$ cat src/rtl/rf_wb_arbiter_pkg.sv
// Shared widths, grant-source encoding and a register-decode helper for the
// register-file writeback arbiter.
package rf_wb_arbiter_pkg;

    localparam int AWIDTH_DEF = 5;
    localparam int DWIDTH_DEF = 32;
    localparam int REG_ZERO   = 0;

    // Which writer owns the registered rf_* write this cycle.
    typedef enum logic [1:0] {
        SRC_NONE,
        SRC_A,
        SRC_B
    } wb_src_e;

    function automatic logic [31:0] reg_bit(input int unsigned idx);
        return (idx < 32) ? (32'd1 << idx) : 32'd0;
    endfunction

endpackage

$ cat src/rtl/rf_wb_arbiter_if.sv
// Bundle of pipeline-writeback, load-return and register-file signals.
interface rf_wb_arbiter_if
    import rf_wb_arbiter_pkg::*;
#(
    parameter int AWIDTH = AWIDTH_DEF,
    parameter int DWIDTH = DWIDTH_DEF
) ();
    logic              a_valid;
    logic [AWIDTH-1:0] a_addr;
    logic [DWIDTH-1:0] a_data;
    logic              b_valid;
    logic              b_ready;
    logic [AWIDTH-1:0] b_addr;
    logic [DWIDTH-1:0] b_data;
    logic              rf_we;
    logic [AWIDTH-1:0] rf_wa;
    logic [DWIDTH-1:0] rf_wd;
    logic [31:0]       pend_mask;
    logic              stall_req;

    modport master (
        output a_valid, a_addr, a_data, b_valid, b_addr, b_data,
        input  b_ready, rf_we, rf_wa, rf_wd, pend_mask, stall_req
    );

    modport slave (
        input  a_valid, a_addr, a_data, b_valid, b_addr, b_data,
        output b_ready, rf_we, rf_wa, rf_wd, pend_mask, stall_req
    );
endinterface

$ cat src/rtl/rf_wb_arbiter_wb_fifo.sv
// Load-return FIFO with a per-entry live bit; a kill port retires entries whose
// destination is overwritten by a younger pipeline write.
module wb_fifo
    import rf_wb_arbiter_pkg::*;
#(
    parameter int AWIDTH = AWIDTH_DEF,
    parameter int DWIDTH = DWIDTH_DEF,
    parameter int DEPTH  = 2
) (
    input  logic                         clk,
    input  logic                         rst,
    input  logic                         push,
    input  logic [AWIDTH-1:0]            push_addr,
    input  logic [DWIDTH-1:0]            push_data,
    input  logic                         pop,
    input  logic                         kill_en,
    input  logic [AWIDTH-1:0]            kill_addr,
    output logic                         full,
    output logic                         empty,
    output logic                         head_live,
    output logic [AWIDTH-1:0]            head_addr,
    output logic [DWIDTH-1:0]            head_data,
    output logic [DEPTH-1:0]             entry_live,
    output logic [DEPTH-1:0][AWIDTH-1:0] entry_addr
);
    localparam int            PW      = $clog2(DEPTH);
    localparam logic [PW:0]   PTR_ONE = (PW + 1)'(1);

    logic [PW:0]                  wr_ptr, rd_ptr;
    logic [PW-1:0]                wr_idx, rd_idx;
    logic [DEPTH-1:0][AWIDTH-1:0] mem_addr;
    logic [DWIDTH-1:0]            mem_data [DEPTH];
    logic [DEPTH-1:0]             live;
    logic                         push_live;

    assign wr_idx = wr_ptr[PW-1:0];
    assign rd_idx = rd_ptr[PW-1:0];
    assign empty  = (wr_ptr == rd_ptr);
    assign full   = (wr_ptr[PW] != rd_ptr[PW]) && (wr_idx == rd_idx);

    // An arriving entry is already dead if it targets x0 or the same-cycle A write.
    assign push_live = (push_addr != AWIDTH'(REG_ZERO)) && !(kill_en && (kill_addr == push_addr));

    // NOTE: state registers use non-blocking assignments so later statements in
    // this block (kill, then pop, then push) see pre-edge values and the last
    // assignment to a live bit wins.
    always_ff @(posedge clk or negedge rst) begin
        if (!rst) begin
            wr_ptr <= '0;
            rd_ptr <= '0;
            live   <= '0;
        end else begin
            for (int i = 0; i < DEPTH; i++) begin
                if (kill_en && (mem_addr[i] == kill_addr)) live[i] <= 1'b0;
            end
            if (pop) begin
                live[rd_idx] <= 1'b0;
                rd_ptr       <= rd_ptr + PTR_ONE;
            end
            if (push) begin
                live[wr_idx] <= push_live;
                wr_ptr       <= wr_ptr + PTR_ONE;
            end
        end
    end

    // NOTE: payload storage has no reset; the live bits and pointers alone
    // decide what is valid, so resetting the array would only cost flops.
    always_ff @(posedge clk) begin
        if (push) begin
            mem_addr[wr_idx] <= push_addr;
            mem_data[wr_idx] <= push_data;
        end
    end

    assign head_live  = live[rd_idx];
    assign head_addr  = mem_addr[rd_idx];
    assign head_data  = mem_data[rd_idx];
    assign entry_live = live;
    assign entry_addr = mem_addr;

endmodule

$ cat src/rtl/rf_wb_arbiter.sv
// Register-file write-port arbiter: pipeline writeback (A) has priority, load
// returns (B) are queued, tracked in pend_mask and protected from starvation.
module rf_wb_arbiter
    import rf_wb_arbiter_pkg::*;
#(
    parameter int DWIDTH       = DWIDTH_DEF,
    parameter int AWIDTH       = AWIDTH_DEF,
    parameter int DEPTH        = 2,
    parameter int STARVE_LIMIT = 4
) (
    input  logic           clk,
    input  logic           rst,
    rf_wb_arbiter_if.slave bus
);
    localparam int          CW    = $clog2(STARVE_LIMIT + 1);
    localparam logic [CW-1:0] LIMIT = CW'(STARVE_LIMIT);
    localparam logic [CW-1:0] ONE   = CW'(1);

    logic                         full, empty, head_live;
    logic [AWIDTH-1:0]            head_addr;
    logic [DWIDTH-1:0]            head_data;
    logic [DEPTH-1:0]             entry_live;
    logic [DEPTH-1:0][AWIDTH-1:0] entry_addr;
    logic                         push, pop, a_win, b_grant;
    logic [CW-1:0]                wait_cnt, wait_next;
    logic                         stall_q;
    wb_src_e                      rf_src;
    logic [AWIDTH-1:0]            rf_wa_q;
    logic [DWIDTH-1:0]            rf_wd_q;
    logic [31:0]                  pend;

    assign a_win   = bus.a_valid && (bus.a_addr != AWIDTH'(REG_ZERO));
    assign b_grant = head_live && !a_win;
    // Dead heads drain every cycle, independent of who owns the write port.
    assign pop     = !empty && (!head_live || b_grant);
    assign push    = bus.b_valid && !full;

    wb_fifo #(.AWIDTH(AWIDTH), .DWIDTH(DWIDTH), .DEPTH(DEPTH)) u_fifo (
        .clk        (clk),
        .rst        (rst),
        .push       (push),
        .push_addr  (bus.b_addr),
        .push_data  (bus.b_data),
        .pop        (pop),
        .kill_en    (a_win),
        .kill_addr  (bus.a_addr),
        .full       (full),
        .empty      (empty),
        .head_live  (head_live),
        .head_addr  (head_addr),
        .head_data  (head_data),
        .entry_live (entry_live),
        .entry_addr (entry_addr)
    );

    // NOTE: every combinational output gets a default first so no path infers a latch.
    always_comb begin
        wait_next = wait_cnt;
        if (!head_live || b_grant) wait_next = '0;
        else if (wait_cnt != LIMIT) wait_next = wait_cnt + ONE;
    end

    always_ff @(posedge clk or negedge rst) begin
        if (!rst) begin
            rf_src   <= SRC_NONE;
            rf_wa_q  <= '0;
            rf_wd_q  <= '0;
            wait_cnt <= '0;
            stall_q  <= 1'b0;
        end else begin
            wait_cnt <= wait_next;
            // Also drop the stall if nothing live remains, so it cannot stick.
            if (b_grant || (entry_live == '0)) stall_q <= 1'b0;
            else if (wait_next == LIMIT) stall_q <= 1'b1;
            if (a_win) begin
                rf_src  <= SRC_A;
                rf_wa_q <= bus.a_addr;
                rf_wd_q <= bus.a_data;
            end else if (b_grant) begin
                rf_src  <= SRC_B;
                rf_wa_q <= head_addr;
                rf_wd_q <= head_data;
            end else begin
                rf_src  <= SRC_NONE;
            end
        end
    end

    always_comb begin
        pend = '0;
        for (int i = 0; i < DEPTH; i++) begin
            if (entry_live[i]) pend = pend | reg_bit(32'(entry_addr[i]));
        end
        if (rf_src == SRC_B) pend = pend | reg_bit(32'(rf_wa_q));
        pend[0] = 1'b0;
    end

    assign bus.b_ready   = !full;
    assign bus.rf_we     = (rf_src != SRC_NONE);
    assign bus.rf_wa     = rf_wa_q;
    assign bus.rf_wd     = rf_wd_q;
    assign bus.pend_mask = pend;
    assign bus.stall_req = stall_q;

endmodule

$ cat src/flat_wrapper.sv
// flat-port wrapper written by rule: the top's interface ports become plain ports
module rf_wb_arbiter_flat import rf_wb_arbiter_pkg::*;
#(
    parameter int DWIDTH       = DWIDTH_DEF,
    parameter int AWIDTH       = AWIDTH_DEF,
    parameter int DEPTH        = 2,
    parameter int STARVE_LIMIT = 4
)
  (clk, rst, bus_a_valid, bus_a_addr, bus_a_data, bus_b_valid, bus_b_addr, bus_b_data, bus_b_ready, bus_rf_we, bus_rf_wa, bus_rf_wd, bus_pend_mask, bus_stall_req);
  rf_wb_arbiter_if #(.AWIDTH(AWIDTH), .DWIDTH(DWIDTH)) bus_i ();
  input  logic clk;
  input  logic rst;
  input wire logic [$bits(bus_i.a_valid)-1:0] bus_a_valid;
  input wire logic [$bits(bus_i.a_addr)-1:0] bus_a_addr;
  input wire logic [$bits(bus_i.a_data)-1:0] bus_a_data;
  input wire logic [$bits(bus_i.b_valid)-1:0] bus_b_valid;
  input wire logic [$bits(bus_i.b_addr)-1:0] bus_b_addr;
  input wire logic [$bits(bus_i.b_data)-1:0] bus_b_data;
  output wire logic [$bits(bus_i.b_ready)-1:0] bus_b_ready;
  output wire logic [$bits(bus_i.rf_we)-1:0] bus_rf_we;
  output wire logic [$bits(bus_i.rf_wa)-1:0] bus_rf_wa;
  output wire logic [$bits(bus_i.rf_wd)-1:0] bus_rf_wd;
  output wire logic [$bits(bus_i.pend_mask)-1:0] bus_pend_mask;
  output wire logic [$bits(bus_i.stall_req)-1:0] bus_stall_req;
  assign bus_i.a_valid = bus_a_valid;
  assign bus_i.a_addr = bus_a_addr;
  assign bus_i.a_data = bus_a_data;
  assign bus_i.b_valid = bus_b_valid;
  assign bus_i.b_addr = bus_b_addr;
  assign bus_i.b_data = bus_b_data;
  assign bus_b_ready = bus_i.b_ready;
  assign bus_rf_we = bus_i.rf_we;
  assign bus_rf_wa = bus_i.rf_wa;
  assign bus_rf_wd = bus_i.rf_wd;
  assign bus_pend_mask = bus_i.pend_mask;
  assign bus_stall_req = bus_i.stall_req;
  rf_wb_arbiter #(.DWIDTH(DWIDTH), .AWIDTH(AWIDTH), .DEPTH(DEPTH), .STARVE_LIMIT(STARVE_LIMIT)) u_core (.clk(clk), .rst(rst), .bus(bus_i));
endmodule
$ cat config.mk
export PLATFORM = sky130hd
export DESIGN_NAME = rf_wb_arbiter_flat
export DESIGN_NICKNAME = d
export VERILOG_FILES = /design/src/rtl/rf_wb_arbiter_pkg.sv /design/src/rtl/rf_wb_arbiter_if.sv /design/src/rtl/rf_wb_arbiter_wb_fifo.sv /design/src/rtl/rf_wb_arbiter.sv /design/src/flat_wrapper.sv
export SDC_FILE = /design/constraint.sdc
export NUM_CORES = 1
export LEC_CHECK = 0
export BUFFER_PORTS_ARGS = -buffer_cell sky130_fd_sc_hd__buf_4
export CAP_MARGIN = 20
export CORE_MARGIN = 2
export CORE_UTILIZATION = 54
export CTS_CLUSTER_DIAMETER = 100
export DETAILED_ROUTE_END_ITERATION = 16
export PLACE_DENSITY_LB_ADDON = 0.3
export SETUP_SLACK_MARGIN = 0.3
export SYNTH_ARGS = -nofsm -noshare
export SYNTH_HDL_FRONTEND = slang
export SYNTH_HIERARCHICAL = 1
export SYNTH_SLANG_ARGS = --single-unit
$ cat constraint.sdc
create_clock -name clk -period 2.54 [get_ports clk]
set_input_delay 0.127 -clock clk [delete_from_list [all_inputs] [get_ports clk]]
set_output_delay 0.127 -clock clk [all_outputs]
set_load 0.01 [all_outputs]
==> results of run 1 <==
-- cell type report --
| class | count | area [sq um] | share of cell area [%] |
|---|---|---|---|
| Clock inverter | 10 | 210 | 2.41 |
| Clock buffer | 22 | 463 | 5.31 |
| Sequential cell | 123 | 3450 | 39.5 |
| Multi-Input combinational cell | 327 | 2370 | 27.2 |
| Tap cell | 140 | 175 | 2.01 |
| Timing Repair Buffer | 241 | 2020 | 23.2 |
| Inverter | 8 | 30.0 | 0.344 |
-- registers in the layout, summed over array words and instances, names as in the netlist --
name and flops:
u_core/u_fifo/mem_data 64, u_core/bus.rf_wd 32, u_core/u_fifo/entry_addr 10, u_core/bus.rf_wa 5, u_core/wait_cnt 3, u_core/rf_src 2, u_core/u_fifo/entry_live 2, u_core/u_fifo/rd_ptr 2
u_core/u_fifo/wr_ptr 2, u_core/bus.stall_req 1
-- kinds of logic (layout without fill, tap and decap cells) --
kind of cell	count (synthesis)	in the layout	share of synthesized area (%)
mux	75	75	13.3
simple gates	149	149	12.6
other cells	1	1	0.0625
compound gates	78	78	9.53
fa+ha+maj	2	2	0.417
buf+inv	37	281	3.36
xor+xnor	22	22	3.21
flops	123	123	57.5
-- worst register-to-register path: stages (launching register included) --
cell and delay, ps:
dfrtp_2 490, xor2_1 230, nor2b_1 110, nor2b_1 250, nand2_1 200, inv_1 120
buf_4 340
-- how the worst min path moves through the flow --
stage,startpoint,end,slack (ps),depth (start not counted)
after CTS,bus_b_valid,u_core/u_fifo/wr_ptr[0],40,3
after detailed placement,rst,u_core/bus.rf_wd[25],210,1
after floorplan,rst,u_core/bus.rf_wa[0],-170,0
final,bus_b_valid,u_core/u_fifo/wr_ptr[0],70,3
after global placement,rst,u_core/bus.rf_wd[25],190,1
after global routing,bus_b_valid,u_core/u_fifo/wr_ptr[0],60,3
-- layer usage --
| layer | up-vias | share of wire, % | global-route usage (%) |
|---|---|---|---|
| met1 | 2493 | 36 | 37.4 |
| met2 | 312 | 52 | 57.0 |
| met4 | 0 | 3.5 | 15.6 |
| met5 | - | 0 | 0 |
| met3 | 69 | 7.8 | 6.58 |
| li1 | 2272 | - | - |
-- power by group --
part           leakage, nW  switching (mW)  internal [mW]
clock network        0.326           0.885           1.88
registers             1.29           0.504           2.84
logic                 1.99            1.83           1.60
-- layout by cell type (no fill, tap or decap), types with 3 or more instances in the layout --
| cell type | Yosys | final |
|---|---|---|
| nor2b_1 | 5 | 5 |
| nand4b_1 | 3 | 3 |
| dlygate4sd3_1 | 0 | 76 |
| buf_4 | 1 | 163 |
| o22ai_1 | 3 | 3 |
| dfrtp_1 | 49 | 48 |
| bufinv_16 | 0 | 6 |
| nor2_1 | 12 | 12 |
| nand3b_1 | 9 | 9 |
| inv_1 | 7 | 7 |
| xor2_1 | 16 | 16 |
| nand2b_1 | 6 | 6 |
| or3b_2 | 3 | 3 |
| and3_1 | 3 | 3 |
| o21ai_2 | 12 | 12 |
| mux2_2 | 38 | 38 |
| clkbuf_8 | 0 | 4 |
| o211ai_1 | 3 | 3 |
| clkbuf_16 | 0 | 16 |
| nor3b_2 | 0 | 3 |
| nand2_1 | 71 | 71 |
| xnor2_1 | 6 | 6 |
| a221o_1 | 5 | 5 |
| edfxtp_1 | 74 | 74 |
| o221ai_1 | 24 | 24 |
| nand3_1 | 11 | 11 |
| mux2i_1 | 37 | 37 |
| o21ai_1 | 26 | 26 |
| nor4_1 | 6 | 6 |
-- what timing repair did --
action | 4_1_cts | 5_1_grt
hold buffers | 76 | 0
buffers inserted | 0 | 7
resized for setup | 4 | 1
endpoints found under the hold margin | 161 | 0
pin swaps | 0 | 0
setup endpoints to repair | 19 | 9
-- stage by stage --
step | util, % | setup slack [ps]
after CTS | 80.0 | 328
final | 80.5 | 313
after global placement | 66.6 | 652
after global routing | 80.5 | 257
after floorplan | - | 339
after detailed placement | 66.6 | 582
==> flow_metrics.tcl, run 1 <==
set metrics [dict create \
    antenna_found_initial 0 \
    grt_pass1_vias 5285 \
    diodes 0 \
    synth_cells 487 \
    cp_slowest_stage_delay_ps 500 \
    cts_tree "done" \
    cp_top_family "simple AND/OR/NAND/NOR gates" \
    cts.clk_slew.worst_paths_ps 60 \
    powerDensity_nw_per_um2 1090 \
    cp.required_ps 2410 \
    cp_num_buf_inv 1 \
    gp_congestion 0.897 \
    grt.overflow.total 0 \
    rr_startpoint "u_core/u_fifo/rd_ptr[0]" \
    reg2regPathDepth 6 \
    wl_per_cell_um 21.5 \
    drt-pass1-iter-count 8 \
    whs_ps 69.0 \
    yosys_warnings 6 \
    fin_cells 871 \
    setup_violations 0 \
    ys_async_sr_fraction_pct 39.8 \
    end_kind "primary output" \
    drv_cap 0 \
    synthTopCellsByCount "edfxtp_1 (74), nand2_1 (71), dfrtp_1 (49), mux2_2 (38), mux2i_1 (37)" \
    initial_utilization_pct 55.3 \
    ys.flop_type "edfxtp_1" \
    wirelength_um 18800 \
    fin_crit_ps 2230 \
    crit_end "bus_pend_mask[26]" \
    drc_errors 0 \
    core_sq_um 10800 \
    cp-startpoint "u_core/u_fifo/entry_addr[5]" \
    htree_levels 4 \
    stdcell_area_sq_um 8730 \
    cts_root_buf "clkbuf_8" \
    synth.avg_cell_area_sq_um 12.3 \
    critPathSlowestCell "edfxtp_1" \
    grt_use_total_pct 32.3 \
    clk_latency_ps 520 \
    synthToLayoutAreaGrowth_pct 45.5 \
    worstPathArrival_ps 2100 \
    syn_nets 567 \
    die_area_sq_um 12000 \
    ys_types 46 \
    fin_total_pwr_mw 9.53 \
    worstMarginPinSlew_ps 686 \
    fin_setup_tns_ps 0 \
    synth_edf_count 74 \
    r2r_end "u_core/u_fifo/mem_data[1][5]" \
    critPathMaxFanout 8 \
    synth_most_common_cell "edfxtp_1" \
    rsz0062_at_grt "yes" \
    post-dp-hpwl_um 10100 \
    via_per_inst 5.91 \
    r2r_setup_slack_ps 450 \
    yosys.area.top_type_share_pct 37.0 \
    hold_class "input port to flop" \
    io-pin-count 150 \
    post-route-period-util_pct 87.7 \
    rows 38 \
    ys_seq_area_share_pct 57.5 \
    final_nets 798 \
    max_freq_mhz 449 \
    drt_iter0_drc 521 \
    crit_cells 5 \
    drive_gt1_share_pct 35.6 \
    yosys_register_bits 123 \
    critPathLaunchType "flop" \
    hold_viol 0 \
    ir_drop_uv 803 \
    postRouteAntennaNets 0 \
    clockBufferDepth 2 \
    numCtsBuffers 17 \
    grt_pass1_wl_um 28400 \
    dpl.cell_count 756 \
    grt_max_degree 52 \
    die-height_um 109 \
    port_buffers 148 \
    netlist_area_sq_um 6000 \
    finalMaxSlewViolations 0 \
    outcome "completed" \
    yosysTopAreaCell "edfxtp_1" \
    clock-skew-final_ps 9.26 \
    fillers 552 \
    die_x_um 109 \
    slew_headroom_pct 54.2 \
    crit_type "flop to primary output" \
    p_leak_nw 3.60 \
    synth_area_leaders "edfxtp_1 (37%), dfrtp_1 (20%), mux2_2 (7.1%)" \
    vias 5146 \
    crit_chain "nand2b_1 -> nor3b_2 -> nand3_1 -> o211ai_1 -> buf_4" \
    post_dp_cell_area_sq_um 7210 \
    cts.sinks 123 \
]
(Power assumes the default switching activity.)
==> run 2, diff against run 1 <==
Settings changed: CORE_UTILIZATION 54 to 53, GPL_TIMING_DRIVEN from default to 0, SKIP_CTS_REPAIR_TIMING from default to 1, SYNTH_HIERARCHICAL 1 to default.
==> run 2 against run 1 <==
Compared with the run above: via count up 13%; clock skew shrank 0.57 ps; setup slack improved by 17 ps; final area shrank 1.6%; synthesized area shrank 1.6%; register-to-register slack worse by 110 ps; sequential power is 6.3% lower; combinational power up 13%; global-route usage is 2.7 points lower; critical endpoint is now bus_pend_mask[28]; largest cell class unchanged; largest power group unchanged; highest routed layer unchanged.
==> flow_metrics.tcl, run 2 <==
set metrics [dict create \
    via_per_inst 6.16 \
    grt_pass1_vias 5057 \
    ys.flop_type "edfxtp_1" \
    netlist_area_sq_um 5900 \
    layout_common_cells "buf_4 (147), dlygate4sd3_1 (75), edfxtp_1 (74), nand2_1 (68), nor2_1 (53)" \
    postRouteAntennaNets 0 \
    post_dp_cell_area_sq_um 7200 \
    fin_setup_tns_ps 0 \
    crit_chain "clkbuf_2 -> or3b_2 -> o221ai_1 -> buf_4" \
    switching_share_pct 38.7 \
    fin_crit_ps 2210 \
    synthToLayoutAreaGrowth_pct 45.5 \
    port_buffers 146 \
    max_freq_mhz 452 \
    clockBufferDepth 2 \
    drc_errors 0 \
    cp_num_buf_inv 2 \
    numCtsBuffers 17 \
    cp_slowest_stage_delay_ps 540 \
    hold_viol 0 \
    p_int_mw 5.71 \
    yosys_warnings 0 \
    synth.avg_cell_area_sq_um 10.8 \
    diodes 0 \
    die_area_sq_um 12000 \
    hold_class "input port to flop" \
    grt.overflow.total 0 \
    largest_reg_flops 64 \
    outcome "completed" \
    critPathSlowestCell "or3b_2" \
    synth_area_leaders "edfxtp_1 (38%), dfrtp_1 (21%), mux2i_1 (6.6%)" \
    worstMarginPinSlew_ps 912 \
    grt_use_total_pct 29.6 \
    finalMaxSlewViolations 0 \
    wirelength_um 21500 \
    grt_max_degree 50 \
    setup_violations 0 \
    worstPathArrival_ps 2080 \
    cts_tree "done" \
    stdcell_area_sq_um 8580 \
    cp.required_ps 2410 \
    fin_total_pwr_mw 9.31 \
    core_sq_um 10800 \
    drv_cap 0 \
    critPathLaunchType "flop" \
    clock-skew-final_ps 8.69 \
    layout_commonest_cell "buf_4" \
    synth_edf_count 74 \
    slew_headroom_pct 39.2 \
    synth_cells 548 \
    drt_iter0_drc 660 \
    rsz0062_at_grt "yes" \
    antenna_found_initial 0 \
    vias 5792 \
    clkPwrFrac_pct 24.8 \
    p_leak_nw 3.63 \
    ys_types 48 \
    synth_most_common_cell "edfxtp_1" \
    rows 38 \
    ir_drop_uv 831 \
    gp_congestion 0.929 \
    clk_latency_ps 530 \
    io-pin-count 150 \
    initial_utilization_pct 54.4 \
    syn_nets 628 \
    ys_seq_area_share_pct 58.4 \
    crit_type "flop to primary output" \
    dpl.cell_count 835 \
    ys_async_sr_fraction_pct 39.8 \
    drive_gt1_share_pct 27.6 \
    seqPwrFrac_pct 33.7 \
    end_kind "primary output" \
    critPathMaxFanout 10 \
    htree_levels 4 \
    cts_root_buf "clkbuf_8" \
    cts.sinks 123 \
    powerDensity_nw_per_um2 1090 \
    largest-register "u_core.u_fifo.mem_data" \
    post-route-period-util_pct 87.0 \
    yosysTopAreaCell "edfxtp_1" \
    grt_pass1_wl_um 26200 \
    fin_cells 941 \
    yosys.area.top_type_share_pct 37.7 \
    power_switching_mw 3.61 \
    die-height_um 110 \
    synthTopCellsByCount "edfxtp_1 (74), nand2_1 (68), nor2_1 (58), dfrtp_1 (49), o21ai_0 (49)" \
    die_x_um 110 \
    p_comb_share_pct 41.5 \
    final_nets 869 \
    post-dp-hpwl_um 12000 \
    cts.clk_slew.worst_paths_ps 60 \
    cp_top_family "simple AND/OR/NAND/NOR gates" \
    drt-pass1-iter-count 5 \
    wl_per_cell_um 22.9 \
    r2r_setup_slack_ps 340 \
    yosys_register_bits 123 \
]
[run 2: logic make-up (layout without fill, tap and decap cells)]
| family | after synthesis | after routing | share of synthesized area [%] |
|---|---|---|---|
| adders and majority gates | 2 | 2 | 0.424 |
| AOI/OAI and AO/OA | 132 | 132 | 13.7 |
| DFF | 123 | 123 | 58.4 |
| and+or+nand+nor | 182 | 182 | 14.2 |
| other | 1 | 1 | 0.0636 |
| buffers and inverters | 47 | 300 | 3.20 |
| xor gates and xnor gates | 20 | 20 | 2.97 |
| muxes | 41 | 41 | 7.00 |
[run 2: final timing paths]
kind / from / end / cells after the start
worst max-delay path: u_core.u_fifo.entry_addr[2] / bus_pend_mask[28] / 4
worst min-delay path: bus_a_valid / u_core.bus.rf_wa[2] / 3
worst max register to register: u_core.u_fifo.rd_ptr[0] / u_core.bus.rf_wd[5] / 6
worst min register to register: u_core.u_fifo.wr_ptr[1] / u_core.u_fifo.wr_ptr[1] / 1
max in group asynchronous: rst / u_core.wait_cnt[1] / 2
min in group asynchronous: rst / u_core.bus.rf_wd[16] / 2
[run 2: through the flow]
step	setup WS, ps	utilization [%]	hold WS (ps)
after detailed placement	78.0	66.4	201
after floorplan	565	-	-169
final	329	79.2	14.6
after global placement	20.1	66.2	193
after global routing	255	79.2	25.2
after CTS	44.0	71.5	-349
[run 2: tightest hold or removal path, delay by kind of cell]
kind            cells  cell delay (ps)
compound gates      1               60
buf+inv             1              190
simple gates        1              110
[run 2: area by class of cell]
cell class,instances,area (sq um)
multi-input combinational,378,2320
tap,140,175
clock buffer,23,457
inverter,7,26.3
timing repair buffer,222,1870
buffer,40,190
sequential,123,3450
fill,592,2260
clock inverter,8,96.3
[run 2: metal layers]
metal,GRT usage (%),up-vias,wire (um)
li1,-,2465,-
met1,36.2,2751,7660
met2,50.0,489,10900
met3,7.17,87,1950
met4,12.8,0,966
met5,0,-,0
[run 2: power groups by stage]
| stage | Combinational [mW] | Sequential, mW | Clock, mW |
|---|---|---|---|
| 2_1_floorplan | 2.00 | 3.14 | 0 |
| 3_3_place_gp | 3.31 | 3.07 | 0 |
| 3_5_place_dp | 3.42 | 3.10 | 0 |
| 4_1_cts | 3.47 | 3.07 | 2.27 |
| 5_1_grt | 4.10 | 3.16 | 2.38 |
| 6_report | 3.87 | 3.14 | 2.31 |
